--- src/rtl/tmu2_meshscan_if.sv ---
// Token bus from the mesh scanner to the vertex fetch stage.
// master = scanner (drives the token), slave = downstream consumer (drives ack).
interface tmu2_meshscan_if #(
    parameter int unsigned MESH_W  = 7,
    parameter int unsigned COORD_W = 12
);
    logic               pipe_stb_o;
    logic               pipe_ack_i;
    logic [MESH_W-1:0]  mx;
    logic [MESH_W-1:0]  my;
    logic [COORD_W-1:0] drx;
    logic [COORD_W-1:0] dry;

    modport master (
        output pipe_stb_o, mx, my, drx, dry,
        input  pipe_ack_i
    );

    modport slave (
        input  pipe_stb_o, mx, my, drx, dry,
        output pipe_ack_i
    );
endinterface

--- src/rtl/tmu2_meshscan.sv ---
// TMU2 mesh scanner: walks the destination mesh in raster order, one token per square.
// Optional macro TMU2_MESHSCAN_ABORT_EN adds an abort input that ends a running frame early.
module tmu2_meshscan #(
    parameter int unsigned MESH_W  = 7,
    parameter int unsigned COORD_W = 12
) (
    input  logic               sys_clk,
    input  logic               sys_rst_n,
    input  logic               start,
    input  logic [MESH_W-1:0]  hmeshlast,
    input  logic [MESH_W-1:0]  vmeshlast,
    input  logic [COORD_W-1:0] dst_hoffset,
    input  logic [COORD_W-1:0] dst_voffset,
    input  logic [COORD_W-1:0] dst_squarew,
    input  logic [COORD_W-1:0] dst_squareh,
    output logic               busy,
    output logic               done,
`ifdef TMU2_MESHSCAN_ABORT_EN
    input  logic               abort,
`endif
    tmu2_meshscan_if.master    pipe
);

    typedef enum logic [1:0] {IDLE, RUN, DONE} state_e;

    state_e             state_q, state_d;
    logic               stb_q, stb_d;
    logic               busy_q, busy_d;
    logic               done_q, done_d;
    logic [MESH_W-1:0]  mx_q, mx_d, my_q, my_d;
    logic [MESH_W-1:0]  hlast_q, hlast_d, vlast_q, vlast_d;
    logic [COORD_W-1:0] drx_q, drx_d, dry_q, dry_d;
    logic [COORD_W-1:0] hoff_q, hoff_d, sqw_q, sqw_d, sqh_q, sqh_d;

    // Next-state, scan advance and output decode.
    always_comb begin
        state_d = state_q;
        stb_d   = stb_q;
        mx_d    = mx_q;
        my_d    = my_q;
        drx_d   = drx_q;
        dry_d   = dry_q;
        hlast_d = hlast_q;
        vlast_d = vlast_q;
        hoff_d  = hoff_q;
        sqw_d   = sqw_q;
        sqh_d   = sqh_q;

        unique case (state_q)
            IDLE: begin
                // done_q is still high in the first IDLE cycle; a start there is dropped
                if (start && !done_q) begin
                    hlast_d = hmeshlast;
                    vlast_d = vmeshlast;
                    hoff_d  = dst_hoffset;
                    sqw_d   = dst_squarew;
                    sqh_d   = dst_squareh;
                    if (hmeshlast == '0 || vmeshlast == '0) begin
                        state_d = DONE;
                    end else begin
                        mx_d    = '0;
                        my_d    = '0;
                        drx_d   = dst_hoffset;
                        dry_d   = dst_voffset;
                        stb_d   = 1'b1;
                        state_d = RUN;
                    end
                end
            end
            RUN: begin
                if (stb_q && pipe.pipe_ack_i) begin
                    if (mx_q != hlast_q - MESH_W'(1)) begin
                        mx_d  = mx_q + MESH_W'(1);
                        drx_d = drx_q + sqw_q;
                    end else if (my_q != vlast_q - MESH_W'(1)) begin
                        mx_d  = '0;
                        drx_d = hoff_q;
                        my_d  = my_q + MESH_W'(1);
                        dry_d = dry_q + sqh_q;
                    end else begin
                        stb_d   = 1'b0;
                        state_d = DONE;
                    end
                end
`ifdef TMU2_MESHSCAN_ABORT_EN
                // An ack in the same cycle has already been taken above; nothing follows it.
                if (abort) begin
                    stb_d   = 1'b0;
                    state_d = DONE;
                end
`endif
            end
            DONE: begin
                state_d = IDLE;
            end
            default: begin
                state_d = IDLE;
                stb_d   = 1'b0;
            end
        endcase

        busy_d = (state_d != IDLE);
        done_d = (state_q == DONE);
    end

    always_ff @(posedge sys_clk or negedge sys_rst_n) begin
        if (!sys_rst_n) begin
            state_q <= IDLE;
            stb_q   <= 1'b0;
            busy_q  <= 1'b0;
            done_q  <= 1'b0;
            mx_q    <= '0;
            my_q    <= '0;
            drx_q   <= '0;
            dry_q   <= '0;
            hlast_q <= '0;
            vlast_q <= '0;
            hoff_q  <= '0;
            sqw_q   <= '0;
            sqh_q   <= '0;
        end else begin
            state_q <= state_d;
            stb_q   <= stb_d;
            busy_q  <= busy_d;
            done_q  <= done_d;
            mx_q    <= mx_d;
            my_q    <= my_d;
            drx_q   <= drx_d;
            dry_q   <= dry_d;
            hlast_q <= hlast_d;
            vlast_q <= vlast_d;
            hoff_q  <= hoff_d;
            sqw_q   <= sqw_d;
            sqh_q   <= sqh_d;
        end
    end

    assign busy            = busy_q;
    assign done            = done_q;
    assign pipe.pipe_stb_o = stb_q;
    assign pipe.mx         = mx_q;
    assign pipe.my         = my_q;
    assign pipe.drx        = drx_q;
    assign pipe.dry        = dry_q;

endmodule
--- src/flat_wrapper.sv ---
// flat-port wrapper written by rule: the top's interface ports become plain ports
module tmu2_meshscan_flat 
#(
    parameter int unsigned MESH_W  = 7,
    parameter int unsigned COORD_W = 12
)
  (sys_clk, sys_rst_n, start, hmeshlast, vmeshlast, dst_hoffset, dst_voffset, dst_squarew, dst_squareh, busy, done, pipe_pipe_stb_o, pipe_mx, pipe_my, pipe_drx, pipe_dry, pipe_pipe_ack_i);
  tmu2_meshscan_if #(.MESH_W(MESH_W), .COORD_W(COORD_W)) pipe_i ();
  input  logic sys_clk;
  input  logic sys_rst_n;
  input  logic start;
  input  logic [MESH_W-1:0] hmeshlast;
  input  logic [MESH_W-1:0] vmeshlast;
  input  logic [COORD_W-1:0] dst_hoffset;
  input  logic [COORD_W-1:0] dst_voffset;
  input  logic [COORD_W-1:0] dst_squarew;
  input  logic [COORD_W-1:0] dst_squareh;
  output logic busy;
  output logic done;
  output wire logic [$bits(pipe_i.pipe_stb_o)-1:0] pipe_pipe_stb_o;
  output wire logic [$bits(pipe_i.mx)-1:0] pipe_mx;
  output wire logic [$bits(pipe_i.my)-1:0] pipe_my;
  output wire logic [$bits(pipe_i.drx)-1:0] pipe_drx;
  output wire logic [$bits(pipe_i.dry)-1:0] pipe_dry;
  input wire logic [$bits(pipe_i.pipe_ack_i)-1:0] pipe_pipe_ack_i;
  assign pipe_pipe_stb_o = pipe_i.pipe_stb_o;
  assign pipe_mx = pipe_i.mx;
  assign pipe_my = pipe_i.my;
  assign pipe_drx = pipe_i.drx;
  assign pipe_dry = pipe_i.dry;
  assign pipe_i.pipe_ack_i = pipe_pipe_ack_i;
  tmu2_meshscan #(.MESH_W(MESH_W), .COORD_W(COORD_W)) u_core (.sys_clk(sys_clk), .sys_rst_n(sys_rst_n), .start(start), .hmeshlast(hmeshlast), .vmeshlast(vmeshlast), .dst_hoffset(dst_hoffset), .dst_voffset(dst_voffset), .dst_squarew(dst_squarew), .dst_squareh(dst_squareh), .busy(busy), .done(done), .pipe(pipe_i));
endmodule
--- config.mk ---
export PLATFORM = sky130hd
export DESIGN_NAME = tmu2_meshscan_flat
export DESIGN_NICKNAME = d
export VERILOG_FILES = /design/src/rtl/tmu2_meshscan_if.sv /design/src/rtl/tmu2_meshscan.sv /design/src/flat_wrapper.sv
export SDC_FILE = /design/constraint.sdc
export NUM_CORES = 1
export LEC_CHECK = 0
export CAP_MARGIN = 30
export CORE_MARGIN = 2
export CORE_UTILIZATION = 40
export DETAILED_ROUTE_END_ITERATION = 8
export HOLD_SLACK_MARGIN = 0.03
export PLACE_DENSITY = 0.68
export SYNTH_ARGS = -nofsm -noshare
export SYNTH_HDL_FRONTEND = slang
export SYNTH_SLANG_ARGS = --single-unit
export TNS_END_PERCENT = 20
--- constraint.sdc ---
create_clock -name sys_clk -period 2.8 [get_ports sys_clk]
set_input_delay 0.42 -clock sys_clk [delete_from_list [all_inputs] [get_ports sys_clk]]
set_output_delay 0.42 -clock sys_clk [all_outputs]
set_load 0.05 [all_outputs]
# Word-level counts from Yosys, hierarchy flattened
# Cells that the tools add are included.
# totals
in_bits,66
output_inout_bits,41
regBits,93
# classes
n_eq_ne,11
mux,34
n_bitwise,1
n_reduce_logical,13
n_addsub,6
# op_table
cell,count
12-bit two-way mux,10
7-bit two-way mux,8
12-bit case mux with 2 select lines,2
7-bit case mux with 2 select lines,2
12-bit adder,2
"7-bit by 1-bit adder with 7-bit output, second input constant",2
7-bit logical NOT,2
7-bit != test,2
"7-bit by 1-bit subtractor with 7-bit output, second input constant",2
6-bit AND reduction,2
2-bit two-way mux,5
"2-bit by 1-bit != test with 1-bit output, second input constant",3
"2-bit != test, second input constant",3
1-bit two-way mux,5
5-bit AND reduction,1
2-bit case mux with 2 select lines,1
2-bit nonzero test,2
"3-bit by 1-bit != test with 1-bit output, second input constant",1
1-bit case mux with 3 select lines,1
"2-bit by 1-bit == test with 1-bit output, second input constant",1
"2-bit == test, second input constant",1
1-bit logical AND,2
2-bit logical NOT,1
2-bit AND reduction,1
3 further kinds,3

# Longest topological paths before layout
# Gate-level depths: netlist of run 1.
# logic_depth
ltp_word,7
ltp_mapped,12

# Worst setup path before layout of run 1
# No wires, ideal clock.
# synth_path
path_kind,register to register
from,"register u_core.mx_q[4], in the netlist u_core.pipe.mx[4]"
to,"register u_core.dry_q[4], in the netlist u_core.pipe.dry[4]"
period_less_slack_ps,2734
t_arrival_ps,2609
stages_incl_launch_ff,10
setup_ps,125
required_time_ps,2675
path_buffers,2
path_slack_ps,66
path_cell_list,dfrtp_1 > buf_2 > xnor2_1 > nor4_2 > nor4_2 > a211oi_4 > a31oi_4 > nor2_4 > buf_4 > mux2_2
# synth_between
elab_chain_len,3
# synth_rtl
element,line,source
start: declaration,tmu2_meshscan.sv:30,"logic [MESH_W-1:0] mx_q, mx_d, my_q, my_d;"
start signal: assignment,tmu2_meshscan.sv:126,mx_q <= mx_d;
7-bit != test,tmu2_meshscan.sv:72,if (mx_q != hlast_q - MESH_W'(1)) begin
2-bit != test (no line),n/a,
6-bit AND reduction (no line),n/a,
end signal: assignment,tmu2_meshscan.sv:129,dry_q <= dry_d;
end: declaration,tmu2_meshscan.sv:32,"logic [COORD_W-1:0] drx_q, drx_d, dry_q, dry_d;"
# Every way passes these cells.
# A chain may end at the register's enable or synchronous reset.

# Final worst setup path of run 1
# layout_path
from,register u_core.hlast_q[0]
to,"register u_core.mx_q[4], in the netlist u_core.pipe.mx[4]"
# layout_between
elab_chain_len,5
elab_cells_between_ends,7
# layout_rtl
element,line,source
start: declaration,tmu2_meshscan.sv:31,"logic [MESH_W-1:0] hlast_q, hlast_d, vlast_q, vlast_d;"
start signal: assignment,tmu2_meshscan.sv:130,hlast_q <= hlast_d;
7-bit by 1-bit subtractor with 7-bit output (*),tmu2_meshscan.sv:72,
7-bit != test (*),tmu2_meshscan.sv:72,
7-bit two-way mux,tmu2_meshscan.sv:72,
7-bit two-way mux,tmu2_meshscan.sv:71,if (stb_q && pipe.pipe_ack_i) begin
7-bit case mux with 2 select lines,tmu2_meshscan.sv:49,unique case (state_q)
# Mark *: on every way between the ends. The rest lies on a longest branch, timed or not. The select of a mux whose other input is x is not followed.

==> results of run 1 <==
cells by family after synthesis:
logic type,Yosys count,synth area share (%)
simple gates,174,15.4
compound gates,145,17.4
flops,93,40.4
mux,61,11.8
buf+inv,52,3.65
xor+xnor,33,5.01
fa+ha+maj,28,6.34
cell type report:
type,instances,area [µm²],area share [%]
clock inverter,5,75.1,0.998
tap,180,225,2.99
timing repair buffer,133,1300,17.3
clock buffer,11,233,3.09
multi-input combinational,441,3270,43.5
inverter,23,86.3,1.15
sequential,93,2330,30.9
path summary, 6_finish.rpt:
path | slack [ps] | end | from
max | 160 | u_core.pipe.mx[4] | u_core.hlast_q[0]
min | 70 | u_core.pipe.dry[5] | sys_rst_n
max reg2reg | 160 | u_core.pipe.mx[4] | u_core.hlast_q[0]
min reg2reg | 510 | u_core.hoff_q[5] | u_core.hoff_q[5]
max in group asynchronous | 2010 | u_core.pipe.mx[6] | sys_rst_n
min in group sys_clk | 510 | u_core.hoff_q[5] | u_core.hoff_q[5]
cell usage after synthesis (5+ instances only):
cell      number  area share [%]
nand2_1       54             3.5
clkbuf_1      19             1.2
o31ai_1        8             1.0
or4_1          5            0.65
nand2b_1       6            0.65
dfrtp_1       93              40
xnor2_1       16             2.4
nand3_1       20             1.7
o21ai_0       47             4.1
nor2_1        27             1.8
a21o_1         6            0.78
inv_1         23             1.5
buf_2          9            0.78
nor4_1         5            0.54
mux2_2        58              11
nand4_1        7            0.76
xor2_1        17             2.6
ha_1          26             5.6
or3_1          7            0.76
nor3_1        21             1.8
a21oi_1       24             2.1
a31oi_1        8            0.87
a211oi_1       9             1.2
metal layers:
metal / wire length [µm] / GRT usage [%] / up-vias / part of all wire [%]
li1: - / - / 2383 / -
met1: 6840 / 27.1 / 2440 / 46
met2: 7200 / 33.8 / 139 / 48
met3: 705 / 3.48 / 24 / 4.7
met4: 212 / 7.09 / 0 / 1.4
met5: 0 / 0 / - / 0
cells in the final DEF, fill, tap and decap left out, types with 5 or more instances in the layout:
cell and instances:
a211oi_1 7, a21o_1 5, a21oi_1 24, a31oi_1 8
buf_4 24, clkbuf_16 9, clkdlybuf4s50_1 105, dfrtp_1 93
ha_1 26, inv_1 23, mux2_2 58, nand2_1 54
nand2b_1 6, nand3_1 20, nand4_1 7, nor2_1 26
nor3_1 21, nor4_1 5, o21ai_0 47, o31ai_1 8
or3_1 7, or4_1 5, xnor2_1 16, xor2_1 17
through the flow:
stage | cell area, µm² | power [mW] | setup WS (ps) | util [%] | cells
2_1_floorplan | 5770 | 6.92 | 65.9 | - | 586
6_report | 7520 | 10.1 | 157 | 53.8 | 886
3_5_place_dp | 7130 | 8.66 | 34.1 | 51.0 | 866
4_1_cts | 7440 | 10.0 | 12.0 | 53.2 | 882
5_1_grt | 7520 | 10.9 | 19.9 | 53.8 | 886
3_3_place_gp | 7130 | 8.47 | 126 | 51.0 | 866
registers in the layout, summed over array words and instances, names as in the netlist:
register,count
u_core.hoff_q,12
u_core.pipe.drx,12
u_core.pipe.dry,12
u_core.sqh_q,12
u_core.sqw_q,12
u_core.hlast_q,7
u_core.pipe.mx,7
u_core.pipe.my,7
u_core.vlast_q,7
u_core.state_q,2
u_core.busy,1
u_core.done,1
u_core.pipe.pipe_stb_o,1
what timing repair did:
item / 4_1_cts / 5_1_grt
gates resized for setup: 0 / 8
hold buffers: 0 / 0
endpoints found under the setup margin: 0 / 26
setup buffers: 0 / 4
worst register-to-register path, cell delays in order (launching register included):
cell and delay (ps):
dfrtp_1 390, inv_1 80, ha_1 250, o21bai_1 160, a2111oi_1 100, a211o_1 310, a21oi_1 410, o41ai_4 160
buf_4 230, or3_1 350, a21oi_1 150
report_power, final:
group	internal [mW]	leakage, nW	switching [mW]
Sequential	1.94	1.14	0.559
Clock	0.778	0.153	0.512
Combinational	2.73	1.81	3.56
Total	5.45	3.10	4.64
==> impl_metrics.yaml, run 1 <==
layout:
  final_nets: 795
  fillers: 1251
  diodes: 0
  area_growth_pct: 30.5
  final_layout_size_suffix_gt1_share_pct: 16.9
synth:
  ys.flop_type: "dfrtp_1"
  ys_async_sr_fraction_pct: 100
  synth_area_per_cell_um2: 9.84
  ys_ff_latch: 93
  synth_cell_types: 61
  syn_nets: 680
  synth_edf_count: 0
  yosysSeqAreaShare_pct: 40.4
  synth_cells: 586
  yosys_warnings: 0
  netlist_area_um2: 5770
clocking:
  cts_tree: "done"
  path_clk_slew_ps: 60
  htreeDepth: 3
  cts.sinks: 93
  root_buffer: "clkbuf_16"
  cts_buffer_depth: 2
  cts_buffers: 9
  insertion_delay_ps: 350
outcome:
  status: "complete, no violations"
pwr:
  power_density_nw_per_um2: 1340
  ir_drop_mv: 0.692
  p_leak_nw: 3.10
worst_setup_path:
  crit_fanout: 12
  crit_family: "compound AO/OA/AOI/OAI gates"
  slowest_stage: "a21oi_1"
  path_cells: "inv_1 -> ha_1 -> o21bai_1 -> a2111oi_1 -> a211o_1 -> a21oi_1 -> o41ai_4 -> buf_4 -> or3_1 -> a21oi_1"
  crit_required_ps: 3070
  cp.arrival_ps: 2910
  crit_type: "reg -> reg"
  r2r_cells: 10
  cp_common_cell: "a21oi_1"
  cp_num_cells: 10
  crit_buf_inv: 2
  endpoint_kind: "flip-flop"
  critPathMaxStageDelay_ps: 410
  worst_setup_path_start_kind: "flip-flop"
floorplanning:
  start_util_pct: 41.2
  core-area_um2: 14000
  rows: 43
  die-area_um2: 15400
  ios: 107
  fp.dieH_um: 124
  fp.dieW_um: 124
run:
  cap_violations: 0
route:
  drt_iter0_markers: 251
  vias: 4986
  avgRoutedWirePerCell_um: 16.9
  drcViolationCount: 0
  ant_nets: 0
  totalWireLength_um: 15000
  vias_per_cell: 5.63
  dr.pass1.iters: 5
timing:
  hold_viol: 0
  period_share_pct: 94.4
  timing.hold.ws_ps: 72.8
  max_freq_mhz: 378
  worst_pin_slew_ps: 730
  setup_violations: 0
  period_minus_slack_ps: 2640
  final.setup.tns_ps: 0
  worst_slew_margin_rel_pct: 50.8
  rsz0062_at_grt: "no"
  skew_ps: 9.83
  slew_viol_final: 0
grt:
  grt_use_total_pct: 20.5
  grt_overflow: 0
  grt_max_degree: 50
  grt_pass1_wl_um: 24700
  grt_pass1_vias: 5006
  antenna_found_initial: 0
place:
  gp_congestion: 0.948
  port_buffers: 106
  dpl.hpwl_um: 11000
min_path:
  min_path_type: "in -> async"
No activity file was read; power rests on OpenSTA's default activity.
==> inputs of run 2 (changes only) <==
--- a/config.mk
+++ b/config.mk
@@ -6,11 +6,10 @@
 export NUM_CORES = 1
 export LEC_CHECK = 0
 export CAP_MARGIN = 30
-export CORE_MARGIN = 2
 export CORE_UTILIZATION = 40
 export DETAILED_ROUTE_END_ITERATION = 8
 export HOLD_SLACK_MARGIN = 0.03
-export PLACE_DENSITY = 0.68
+export PLACE_DENSITY_LB_ADDON = 0.1
 export SYNTH_ARGS = -nofsm -noshare
 export SYNTH_HDL_FRONTEND = slang
 export SYNTH_SLANG_ARGS = --single-unit
==> run 2 against run 1 <==
Global-route usage grew 0.43 points; cell count down 0.56%; maximum frequency is 2.4% lower; clock skew is 1.8 ps higher; die area shrank 3.2%; setup slack worse by 66 ps; combinational power is essentially flat; sequential power barely moved; critical path depth unchanged; first-iteration DRC count grew 39%; largest power group unchanged; highest routed layer unchanged.
==> impl_metrics.yaml, run 2 (synthesis gave the netlist of run 1 again) <==
clocking:
  htreeDepth: 3
  insertion_delay_ps: 350
  cts.sinks: 93
  path_clk_slew_ps: 60
  cts_buffer_depth: 2
  cts_tree: "done"
  cts_buffers: 9
  root_buffer: "clkbuf_16"
grt:
  antenna_found_initial: 0
  grt_use_total_pct: 20.9
  grt_pass1_wl_um: 24100
  grt_overflow: 0
  grt_max_degree: 94
  grt_pass1_vias: 4899
layout:
  layout_common_cells: "clkdlybuf4s50_1 (105), dfrtp_1 (93), mux2_2 (58), nand2_1 (54), o21ai_0 (47)"
  final_nets: 790
  final_common_cell: "clkdlybuf4s50_1"
  area_growth_pct: 29.6
  post-route-util_pct: 53.4
  final_cell_count_no_fill: 881
  final_layout_size_suffix_gt1_share_pct: 17.3
  design_area_um2: 7470
  diodes: 0
timing:
  hold_viol: 0
  period_share_pct: 96.8
  slew_viol_final: 0
  worst_slew_margin_rel_pct: 49.3
  max_freq_mhz: 369
  setup_violations: 0
  worst_pin_slew_ps: 753
  rsz0062_at_grt: "yes"
  setup_slack_ps: 90.3
  period_minus_slack_ps: 2710
  skew_ps: 11.7
floorplanning:
  start_util_pct: 41.2
  core-area_um2: 14000
  rows: 43
  fp.dieH_um: 122
  fp.dieW_um: 122
  die-area_um2: 14900
  ios: 107
pwr:
  finalPower_mw: 9.96
  p_leak_nw: 3.04
  ir_drop_mv: 0.569
  power_density_nw_per_um2: 1330
route:
  drcViolationCount: 0
  vias_per_cell: 5.53
  dr.pass1.iters: 4
  drt_iter0_markers: 349
  ant_nets: 0
  vias: 4871
  avgRoutedWirePerCell_um: 17.0
  totalWireLength_um: 15000
place:
  dp_slack_ps: 6.37
  port_buffers: 106
  gp_congestion: 0.861
  placed_area_um2: 7130
  dpl.hpwl_um: 10500
  dp_cells: 865
worst_setup_path:
  crit_family: "simple AND/OR/NAND/NOR gates"
  endpoint_kind: "flip-flop"
  crit_buf_inv: 3
  crit_required_ps: 3080
  crit_fanout: 17
  crit_type: "reg -> reg"
  path_cells: "inv_1 -> ha_2 -> buf_4 -> xnor2_1 -> nand3_2 -> a211oi_4 -> buf_12 -> nand4_4 -> or4_1 -> a21oi_1"
  cp_num_cells: 10
  slowest_stage: "or4_1"
  cp.arrival_ps: 2990
  critPathMaxStageDelay_ps: 520
  worst_setup_path_start_kind: "flip-flop"
  r2r_cells: 10
run:
  cap_violations: 0
outcome:
  status: "complete, no violations"
min_path:
  min_path_type: "in -> async"
-- run 2: per-stage QoR --
step                TNS (ps)  hold slack (ps)
floorplan                  0              124
CTS                        0              138
global placement           0              492
finish                     0             67.3
detailed placement         0              499
global route            -242              161
-- run 2: layout make-up --
class	count	area, µm²
flip-flops and latches	93	2330
repair buffers	128	1250
clock inverters	4	31.3
clock buffers	12	246
well taps	180	225
inverters	23	86.3
multi-input cells	441	3310
fillers	1274	6510
-- run 2: path summary, 6_finish.rpt --
path,startpoint,to,slack (ps)
max in group asynchronous,sys_rst_n,u_core.vlast_q[4],2240
setup / recovery,u_core.hlast_q[0],u_core.pipe.my[3],90
hold / removal,sys_rst_n,u_core.vlast_q[6],70
hold reg to reg,u_core.hoff_q[2],u_core.hoff_q[2],510
min in group sys_clk,u_core.hoff_q[2],u_core.hoff_q[2],510
setup reg to reg,u_core.hlast_q[0],u_core.pipe.my[3],90
-- run 2: metal layers --
metal / track usage, % / wire length (µm) / part of all wire [%] / vias up
li1: - / - / - / 2369
met1: 26.2 / 6720 / 45 / 2361
met2: 35.1 / 7320 / 49 / 122
met3: 5.29 / 726 / 4.8 / 19
met4: 6.71 / 254 / 1.7 / 0
met5: 0 / 0 / 0 / -
-- run 2: worst reg2reg max path: stages (launching register included) --
cell and delay (ps):
dfrtp_1 360, inv_1 60, ha_2 200, buf_4 150, xnor2_1 190, nand3_2 130, a211oi_4 490, buf_12 230
nand4_4 140, or4_1 520, a21oi_1 160
-- run 2: power breakdown --
group / switching (mW) / total, mW / internal, mW
combinational: 3.58 / 6.30 / 2.72
clock: 0.535 / 1.17 / 0.630
sequential: 0.547 / 2.49 / 1.94
total: 4.66 / 9.96 / 5.29
-- run 2: timing repair --
item / CTS / global route
endpoints found under the setup margin: 0 / 28
hold buffers: 0 / 0
resized for setup: 0 / 13
setup buffers: 0 / 0
==> inputs of run 3 (changes only) <==
--- a/config.mk
+++ b/config.mk
@@ -7,9 +7,11 @@
 export LEC_CHECK = 0
 export CAP_MARGIN = 30
 export CORE_UTILIZATION = 40
+export CTS_CLUSTER_DIAMETER = 120
 export DETAILED_ROUTE_END_ITERATION = 8
 export HOLD_SLACK_MARGIN = 0.03
 export PLACE_DENSITY_LB_ADDON = 0.1
+export SLEW_MARGIN = 20
 export SYNTH_ARGS = -nofsm -noshare
 export SYNTH_HDL_FRONTEND = slang
 export SYNTH_SLANG_ARGS = --single-unit
==> results of run 3 <==
Final layout, timing and power as in run 2 (identical DEF).
